**src/rtl/mux8_scanner_if.sv**
```systemverilog
// Handshake/bus bundle between mux8_scanner, the mux8 it drives and the word consumer.
// Optional Changed signal exists only when MUX8_SCAN_CHANGE_EN is defined.
interface mux8_scanner_if;
  logic       Start;
  logic       Y;
  logic       Ack;
  logic [2:0] S;
  logic [7:0] Word;
  logic       Valid;
  logic       Busy;
`ifdef MUX8_SCAN_CHANGE_EN
  logic       Changed;

  modport master (
    input  Start, Y, Ack,
    output S, Word, Valid, Busy, Changed
  );
  modport slave (
    output Start, Y, Ack,
    input  S, Word, Valid, Busy, Changed
  );
`else
  modport master (
    input  Start, Y, Ack,
    output S, Word, Valid, Busy
  );
  modport slave (
    output Start, Y, Ack,
    input  S, Word, Valid, Busy
  );
`endif
endinterface

```
**src/rtl/mux8_scanner.sv**
```systemverilog
// Steps the mux8 select through 0..7, samples Y after a settle delay and publishes the 8-bit
// word on a Valid/Ack handshake. Define MUX8_SCAN_CHANGE_EN to add the Changed output.
module mux8_scanner #(
  parameter int SETTLE = 2,
  parameter int CNT_W  = 4
) (
  input  logic           Clk,
  input  logic           Reset_n,
  mux8_scanner_if.master bus
);

  typedef enum logic [1:0] {IDLE, WAIT, DONE} state_t;

  state_t           state_reg;
  logic [2:0]       s_reg;
  logic [CNT_W-1:0] cnt_reg;
  logic [7:0]       shift_reg;
  logic [7:0]       word_reg;
  logic             valid_reg;
  logic             busy_reg;
  logic             capture;
  logic [7:0]       full_word;

`ifdef MUX8_SCAN_CHANGE_EN
  logic [7:0]       last_word_reg;
  logic             changed_reg;
`endif

  assign capture   = (cnt_reg == CNT_W'(SETTLE - 1));
  // Final bit is still in flight at the last capture edge, so splice it in directly.
  assign full_word = {bus.Y, shift_reg[6:0]};

  always_ff @(posedge Clk or negedge Reset_n) begin
    if (!Reset_n) begin
      state_reg     <= IDLE;
      s_reg         <= 3'd0;
      cnt_reg       <= '0;
      shift_reg     <= 8'd0;
      word_reg      <= 8'd0;
      valid_reg     <= 1'b0;
      busy_reg      <= 1'b0;
`ifdef MUX8_SCAN_CHANGE_EN
      last_word_reg <= 8'd0;
      changed_reg   <= 1'b0;
`endif
    end else begin
      case (state_reg)
        IDLE: begin
          if (bus.Start) begin
            state_reg <= WAIT;
            s_reg     <= 3'd0;
            cnt_reg   <= '0;
            busy_reg  <= 1'b1;
          end
        end
        WAIT: begin
          if (capture) begin
            cnt_reg          <= '0;
            shift_reg[s_reg] <= bus.Y;
            if (s_reg == 3'd7) begin
              word_reg  <= full_word;
              state_reg <= DONE;
              valid_reg <= 1'b1;
              busy_reg  <= 1'b0;
`ifdef MUX8_SCAN_CHANGE_EN
              changed_reg   <= (full_word != last_word_reg);
              last_word_reg <= full_word;
`endif
            end else begin
              s_reg <= s_reg + 3'd1;
            end
          end else begin
            cnt_reg <= cnt_reg + CNT_W'(1);
          end
        end
        DONE: begin
          if (bus.Ack) begin
            valid_reg <= 1'b0;
            s_reg     <= 3'd0;
`ifdef MUX8_SCAN_CHANGE_EN
            changed_reg <= 1'b0;
`endif
            if (bus.Start) begin
              state_reg <= WAIT;
              cnt_reg   <= '0;
              busy_reg  <= 1'b1;
            end else begin
              state_reg <= IDLE;
            end
          end
        end
        default: state_reg <= IDLE;
      endcase
    end
  end

  assign bus.S     = s_reg;
  assign bus.Word  = word_reg;
  assign bus.Valid = valid_reg;
  assign bus.Busy  = busy_reg;
`ifdef MUX8_SCAN_CHANGE_EN
  assign bus.Changed = changed_reg;
`endif

endmodule

```
**src/flat_wrapper.sv**
```systemverilog
// flat-port wrapper written by rule: the top's interface ports become plain ports
module mux8_scanner_flat 
#(
  parameter int SETTLE = 2,
  parameter int CNT_W  = 4
)
  (Clk, Reset_n, bus_Start, bus_Y, bus_Ack, bus_S, bus_Word, bus_Valid, bus_Busy);
  mux8_scanner_if bus_i ();
  input  logic Clk;
  input  logic Reset_n;
  input wire logic [$bits(bus_i.Start)-1:0] bus_Start;
  input wire logic [$bits(bus_i.Y)-1:0] bus_Y;
  input wire logic [$bits(bus_i.Ack)-1:0] bus_Ack;
  output wire logic [$bits(bus_i.S)-1:0] bus_S;
  output wire logic [$bits(bus_i.Word)-1:0] bus_Word;
  output wire logic [$bits(bus_i.Valid)-1:0] bus_Valid;
  output wire logic [$bits(bus_i.Busy)-1:0] bus_Busy;
  assign bus_i.Start = bus_Start;
  assign bus_i.Y = bus_Y;
  assign bus_i.Ack = bus_Ack;
  assign bus_S = bus_i.S;
  assign bus_Word = bus_i.Word;
  assign bus_Valid = bus_i.Valid;
  assign bus_Busy = bus_i.Busy;
  mux8_scanner #(.SETTLE(SETTLE), .CNT_W(CNT_W)) u_core (.Clk(Clk), .Reset_n(Reset_n), .bus(bus_i));
endmodule
```
**config.mk**
```make
export PLATFORM = sky130hd
export DESIGN_NAME = mux8_scanner_flat
export DESIGN_NICKNAME = d
export VERILOG_FILES = /design/src/rtl/mux8_scanner_if.sv /design/src/rtl/mux8_scanner.sv /design/src/flat_wrapper.sv
export SDC_FILE = /design/constraint.sdc
export NUM_CORES = 1
export LEC_CHECK = 0
export ABC_AREA = 1
export CELL_PAD_IN_SITES_DETAIL_PLACEMENT = 0
export CELL_PAD_IN_SITES_GLOBAL_PLACEMENT = 1
export CORE_MARGIN = 1.5
export CORE_UTILIZATION = 36
export DETAILED_ROUTE_END_ITERATION = 7
export PLACE_DENSITY_LB_ADDON = 0.12
export SLEW_MARGIN = 30
export SYNTH_ARGS = -nofsm -noshare
export SYNTH_HDL_FRONTEND = slang
export SYNTH_SLANG_ARGS = --single-unit
```
**constraint.sdc**
```tcl
create_clock -name Clk -period 1.3 [get_ports Clk]
set_input_delay 0.26 -clock Clk [delete_from_list [all_inputs] [get_ports Clk]]
set_output_delay 0.26 -clock Clk [all_outputs]
set_load 0.02 [all_outputs]
```
==> results of run 1 <==
## stage by stage
step | std cells | setup TNS [ns] | utilization, %
floorplan | 155 | 0 | -
global route | 246 | -0.813 | 55.6
detailed placement | 230 | -1.06 | 48.8
CTS | 242 | -0.247 | 54.7
finish | 246 | -0.0429 | 55.6
global placement | 230 | -0.285 | 48.8
## synthesized netlist by cell type (all sizes together)
cell type | number | area [um2]
nand3 | 21 | 105
o211ai | 1 | 7.51
dfrtp | 26 | 651
o31ai | 1 | 7.51
clkbuf | 1 | 7.51
ha | 4 | 50.1
nand4 | 10 | 62.6
xor2 | 2 | 17.5
nand2 | 59 | 234
a21oi | 1 | 5.00
buf | 4 | 35.0
inv | 12 | 45.0
o21ai | 2 | 10.0
nor2 | 11 | 51.3
## report_power, final
group	total (mW)	switching, mW	leakage [nW]	internal [mW]
Sequential	1.39	0.240	0.315	1.15
Clock	0.568	0.256	0.0279	0.312
Combinational	2.64	1.39	0.610	1.25
## layer usage
metal  up-vias  track usage, %  wire, um
met5         -               0         0
met4         0            2.78        32
met3         4            4.50        86
met2        17            30.5      1530
met1       567            23.2      1410
li1        593               -         -
## cells in the final DEF, fill, tap and decap left out, drive strengths merged
| cell | n |
|---|---|
| nand2 | 59 |
| buf | 33 |
| dfrtp | 26 |
| nand3 | 21 |
| nor2 | 11 |
| clkbuf | 11 |
| inv | 11 |
| nand4 | 10 |
| clkdlybuf4s50 | 4 |
| ha | 4 |
| xor2 | 2 |
| o21ai | 2 |
| o31ai | 1 |
| a21oi | 1 |
| clkinvlp | 1 |
| o211ai | 1 |
| bufinv | 1 |
| clkdlybuf4s15 | 1 |
## path summary, 6_finish.rpt
check	startpoint	end	slack, ns	depth (start not counted)
min in group Clk	u_core.bus.Word[5]	u_core.bus.Word[5]	0.49	2
max	u_core.cnt_reg[1]	u_core.shift_reg[5]	-0.02	9
max reg2reg	u_core.cnt_reg[1]	u_core.shift_reg[5]	-0.02	9
max in group asynchronous	Reset_n	u_core.bus.S[1]	0.88	2
min	Reset_n	u_core.bus.Word[0]	0.25	2
min reg2reg	u_core.bus.Word[5]	u_core.bus.Word[5]	0.49	2
## logic make-up (layout without fill, tap and decap cells)
family | after synthesis | in the layout
buffers and inverters | 17 | 62
adders and majority gates | 4 | 4
AOI/OAI and AO/OA | 5 | 5
DFF | 26 | 26
xor gates and xnor gates | 2 | 2
and+or+nand+nor | 101 | 101
## area by class of cell
type	instances	area, um2	share of cell area [%]
well taps	46	57.6	3.06
flip-flops and latches	26	653	34.7
repair buffers	46	410	21.8
clock buffers	3	22.5	1.20
clock inverters	1	30.0	1.59
multi-input cells	112	661	35.1
inverters	12	48.8	2.59
## what timing repair did
item / CTS / global route
gates cloned: 2 / 0
endpoints found under the setup margin: 29 / 32
gates resized for setup: 44 / 25
setup buffers: 6 / 5
pin swaps: 7 / 12
==> impl_metrics.tcl, run 1 <==
set metrics [dict create \
    outcome "complete, but fails checks" \
    violations "negative setup slack" \
    fillCellCount 328 \
    rows 21 \
    setup_ws_ns -0.0180 \
    antenna_found_initial 0 \
    tightestPinTransition_ns 0.358 \
    leakagePower_nw 0.952 \
    synth_area_per_cell_um2 8.31 \
    crit_family "flip-flops" \
    grt_max_degree 27 \
    cts_tree "yes" \
    required_ns 1.55 \
    post_dp_cell_area_um2 1650 \
    postRouteAntennaNets 0 \
    hpwlAfterDp_um 1960 \
    ir_worst_vdd_mv 1.47 \
    worstSkewPairLatency_ns 0.33 \
    synth_top_family_by_area "simple AND/OR/NAND/NOR gates" \
    wirelength_um 3060 \
    synth_compound_area_share_pct 2.33 \
    grt_util_all_layers_pct 17.8 \
    h-tree-depth 1 \
    clockRootBuffer "clkbuf_4" \
    dieArea_um2 3950 \
    post-place-ws_ns -0.0757 \
    cts-hold-fix-buffers 0 \
    syn_area_um2 1290 \
    fin_area_um2 1880 \
    synthAdderAreaFrac_pct 3.88 \
    synthSimpleGateAreaFrac_pct 35.1 \
    dr.pass1.iters 4 \
    detail_route.vias_per_cell 4.80 \
    rsz0062_at_grt "yes" \
    fin_crit_sh_pct 101 \
    syn2layout_area_growth_pct 46.1 \
    critical_path_arrival_ns 1.56 \
    core-area_um2 3390 \
    hold_viol_final 0 \
    cts_buffer_depth 2 \
    fp.dieH_um 62.8 \
    min_period_ns 1.32 \
    clk_pin_slew_worst_paths_ns 0.15 \
    setup_violations 4 \
    largest_reg_flops 8 \
    yosysWarnings 0 \
    numPortBuffers 17 \
    power_mw 4.59 \
    initial_core_util_pct 38.0 \
    io_pins 18 \
    synth_cells 155 \
    critPathBufInv 3 \
    drive_gt1_share_pct 37.0 \
    first_global_vias 1209 \
    cts_buffers 3 \
    routabilityCongestion 0.788 \
    crit_path_max_fanout 5 \
    overflow 0 \
    drc_errors 0 \
    n_antenna_cell 0 \
    cap_viol_max_count 0 \
    synth-seq-cells 26 \
    synth-xor-area-share_pct 1.36 \
    fin_worst_skew_ns 0.00929 \
    crit_chain "inv_2 -> ha_4 -> nand2_4 -> nor2_4 -> buf_12 -> buf_12 -> nand3_1 -> nand2_1 -> nand2_1" \
    dr.first_iter.drc_count 46 \
    muxShareOfSynthArea_pct 0 \
    min_path_type "input port to asynchronous set/reset pin" \
    synth_fp_nets 164 \
    slew_headroom_pct 76.0 \
    slew_viol_final 0 \
    start_kind "flop" \
    die_x_um 62.8 \
    max_stage_delay_ns 0.42 \
    nNetsFinal 210 \
    grt_first_pass_wirelength_um 5580 \
    cp-end-kind "flop" \
    synth_cell_types 21 \
    ys_seq_area_share_pct 50.5 \
    clock.fmax_mhz 759 \
    fin_hold_ws_ns 0.249 \
    worstSetupPathType "flop to flop" \
    dr_total_vias 1181 \
    clock_sinks 26 \
    slowest_stage "dfrtp_1" \
    p_per_area_nw_per_um2 2440 \
    wl_per_cell_um 12.4 \
]
(Power assumes the default switching activity.)
==> run 2, diff against run 1 <==
- CTS_CLUSTER_SIZE: default -> 14
==> results of run 2 <==
Final layout, timing and power as in run 1 (identical DEF).
==> run 3, diff against run 2 <==
--- a/config.mk
+++ b/config.mk
@@ -14,4 +14,5 @@
 export DETAILED_ROUTE_END_ITERATION = 7
 export PLACE_DENSITY_LB_ADDON = 0.12
+export SETUP_SLACK_MARGIN = 0.1
 export SLEW_MARGIN = 30
 export SYNTH_ARGS = -nofsm -noshare
==> constraint.sdc (replaced) <==
create_clock -name Clk -period 1.3 [get_ports Clk]
set_input_delay 0.26 -clock Clk [delete_from_list [all_inputs] [get_ports Clk]]
set_output_delay 0.26 -clock Clk [all_outputs]
set_load 0.1 [all_outputs]
==> run 3 against run 2 <==
Compared with the run above: the run still ends with negative setup slack left; largest cell class unchanged; wire length rose by 7.8%; worst hold slack improved by 0.029 ns; count of clock-buffer cells in the layout rose by 1.
==> impl_metrics.tcl, run 3 (synthesis gave the netlist of run 1 again) <==
set metrics [dict create \
    hpwlAfterDp_um 2000 \
    cap_viol_max_count 0 \
    required_ns 1.04 \
    wl_per_cell_um 12.5 \
    rsz0062_at_grt "yes" \
    setup_violations 16 \
    postRouteAntennaNets 0 \
    numPortBuffers 17 \
    dieArea_um2 3950 \
    critical_path_arrival_ns 1.13 \
    fin_worst_skew_ns 0.00358 \
    start_kind "flop" \
    n_antenna_cell 0 \
    post-place-ws_ns -0.128 \
    mostFrequentLayoutCell "nand2_1" \
    power_mw 6.44 \
    hold_viol_final 0 \
    fin_tns_setup_ns -0.503 \
    first_global_vias 1247 \
    overflow 0 \
    io_pins 18 \
    cts_buffer_depth 2 \
    h-tree-depth 1 \
    layoutNonFillerInstCount 263 \
    slew_headroom_pct 79.6 \
    crit_path_max_fanout 2 \
    rows 21 \
    drive_gt1_share_pct 54.4 \
    clk_pin_slew_worst_paths_ns 0.13 \
    grt_util_all_layers_pct 17.9 \
    wirelength_um 3300 \
    initial_core_util_pct 38.0 \
    worstSetupPathType "flop to primary output" \
    min_path_type "input port to asynchronous set/reset pin" \
    fin_crit_sh_pct 107 \
    antenna_found_initial 0 \
    cts_tree "yes" \
    final_cell_mix "nand2_1 (39), buf_4 (32), dfrtp_1 (21)" \
    tightestPinTransition_ns 0.305 \
    worstSkewPairLatency_ns 0.32 \
    clock.fmax_mhz 718 \
    nNetsFinal 227 \
    setup_ws_ns -0.0925 \
    clockRootBuffer "clkbuf_4" \
    drc_errors 0 \
    cts_buffers 3 \
    syn2layout_area_growth_pct 80.7 \
    die_x_um 62.8 \
    routabilityCongestion 0.765 \
    largest_reg_flops 8 \
    dr.first_iter.drc_count 46 \
    clock_sinks 26 \
    grt_max_degree 27 \
    detail_route.vias_per_cell 4.74 \
    violations "negative setup slack" \
    ir_worst_vdd_mv 1.58 \
    outcome "complete, but fails checks" \
    fin_util_pct 68.7 \
    dp.cells 230 \
    cp-end-kind "primary output" \
    slew_viol_final 0 \
    fp.dieH_um 62.8 \
    p_per_area_nw_per_um2 2770 \
    leakagePower_nw 1.08 \
    min_period_ns 1.39 \
    grt_first_pass_wirelength_um 5610 \
    dr.pass1.iters 4 \
    dr_total_vias 1246 \
    core-area_um2 3390 \
]
## run 3: changes by cell type in the layout (fill, tap and decap cells not counted), sizes merged
cell,change
nand2,+1
bufinv,-1
buf,+25
clkdlybuf4s15,-1
clkbuf,-7
## run 3: cell type report
cell class	count	area [um2]
Fill cell	255	1060
Timing Repair Buffer	62	717
Multi-Input combinational cell	113	805
Clock buffer	4	36.3
Inverter	12	48.8
Sequential cell	26	664
Tap cell	46	57.6
## run 3: report_power, final
group | leakage, nW | internal, mW | switching (mW)
clock | 0.0210 | 0.171 | 0.232
sequential | 0.311 | 1.17 | 0.337
combinational | 0.746 | 1.94 | 2.58
## run 3: repair_timing
item,in CTS,in global routing
setup buffers,20,9
gates resized for setup,35,25
pin swaps,19,18
hold buffers,0,0
setup endpoints to repair,32,38
cloned,2,0
## run 3: worst max-delay path, cell delays in order, from the launching register on
cell     delay, ns
dfrtp_4       0.53
buf_8         0.13
buf_12        0.15
## run 3: metal layers
| layer | GRT usage, % | part of all wire [%] | wire, um |
|---|---|---|---|
| met5 | 0 | 0 | 0 |
| met1 | 23.1 | 46 | 1520 |
| met2 | 30.9 | 50 | 1640 |
| met4 | 5.83 | 1.6 | 53 |
| met3 | 2.70 | 2.5 | 83 |
## run 3: final timing paths
kind / from / end / slack, ns / depth (start not counted)
min in group Clk: u_core.shift_reg[2] / u_core.shift_reg[2] / 0.50 / 2
worst max-delay path: u_core.bus.S[0] / bus_S[0] / -0.09 / 2
max in group asynchronous: Reset_n / u_core.bus.S[1] / 0.86 / 2
worst min-delay path: Reset_n / u_core.state_reg[1] / 0.28 / 2
worst max register to register: u_core.cnt_reg[1] / u_core.bus.Word[0] / -0.05 / 8
worst min register to register: u_core.shift_reg[2] / u_core.shift_reg[2] / 0.50 / 2
## run 3: through the flow
stage / hold WS (ns) / area [um2]
after global placement: 0.450 / 1830
after floorplan: -0.0356 / 1370
final: 0.279 / 2330
after global routing: 0.287 / 2330
after detailed placement: 0.459 / 1830
after CTS: 0.269 / 2200
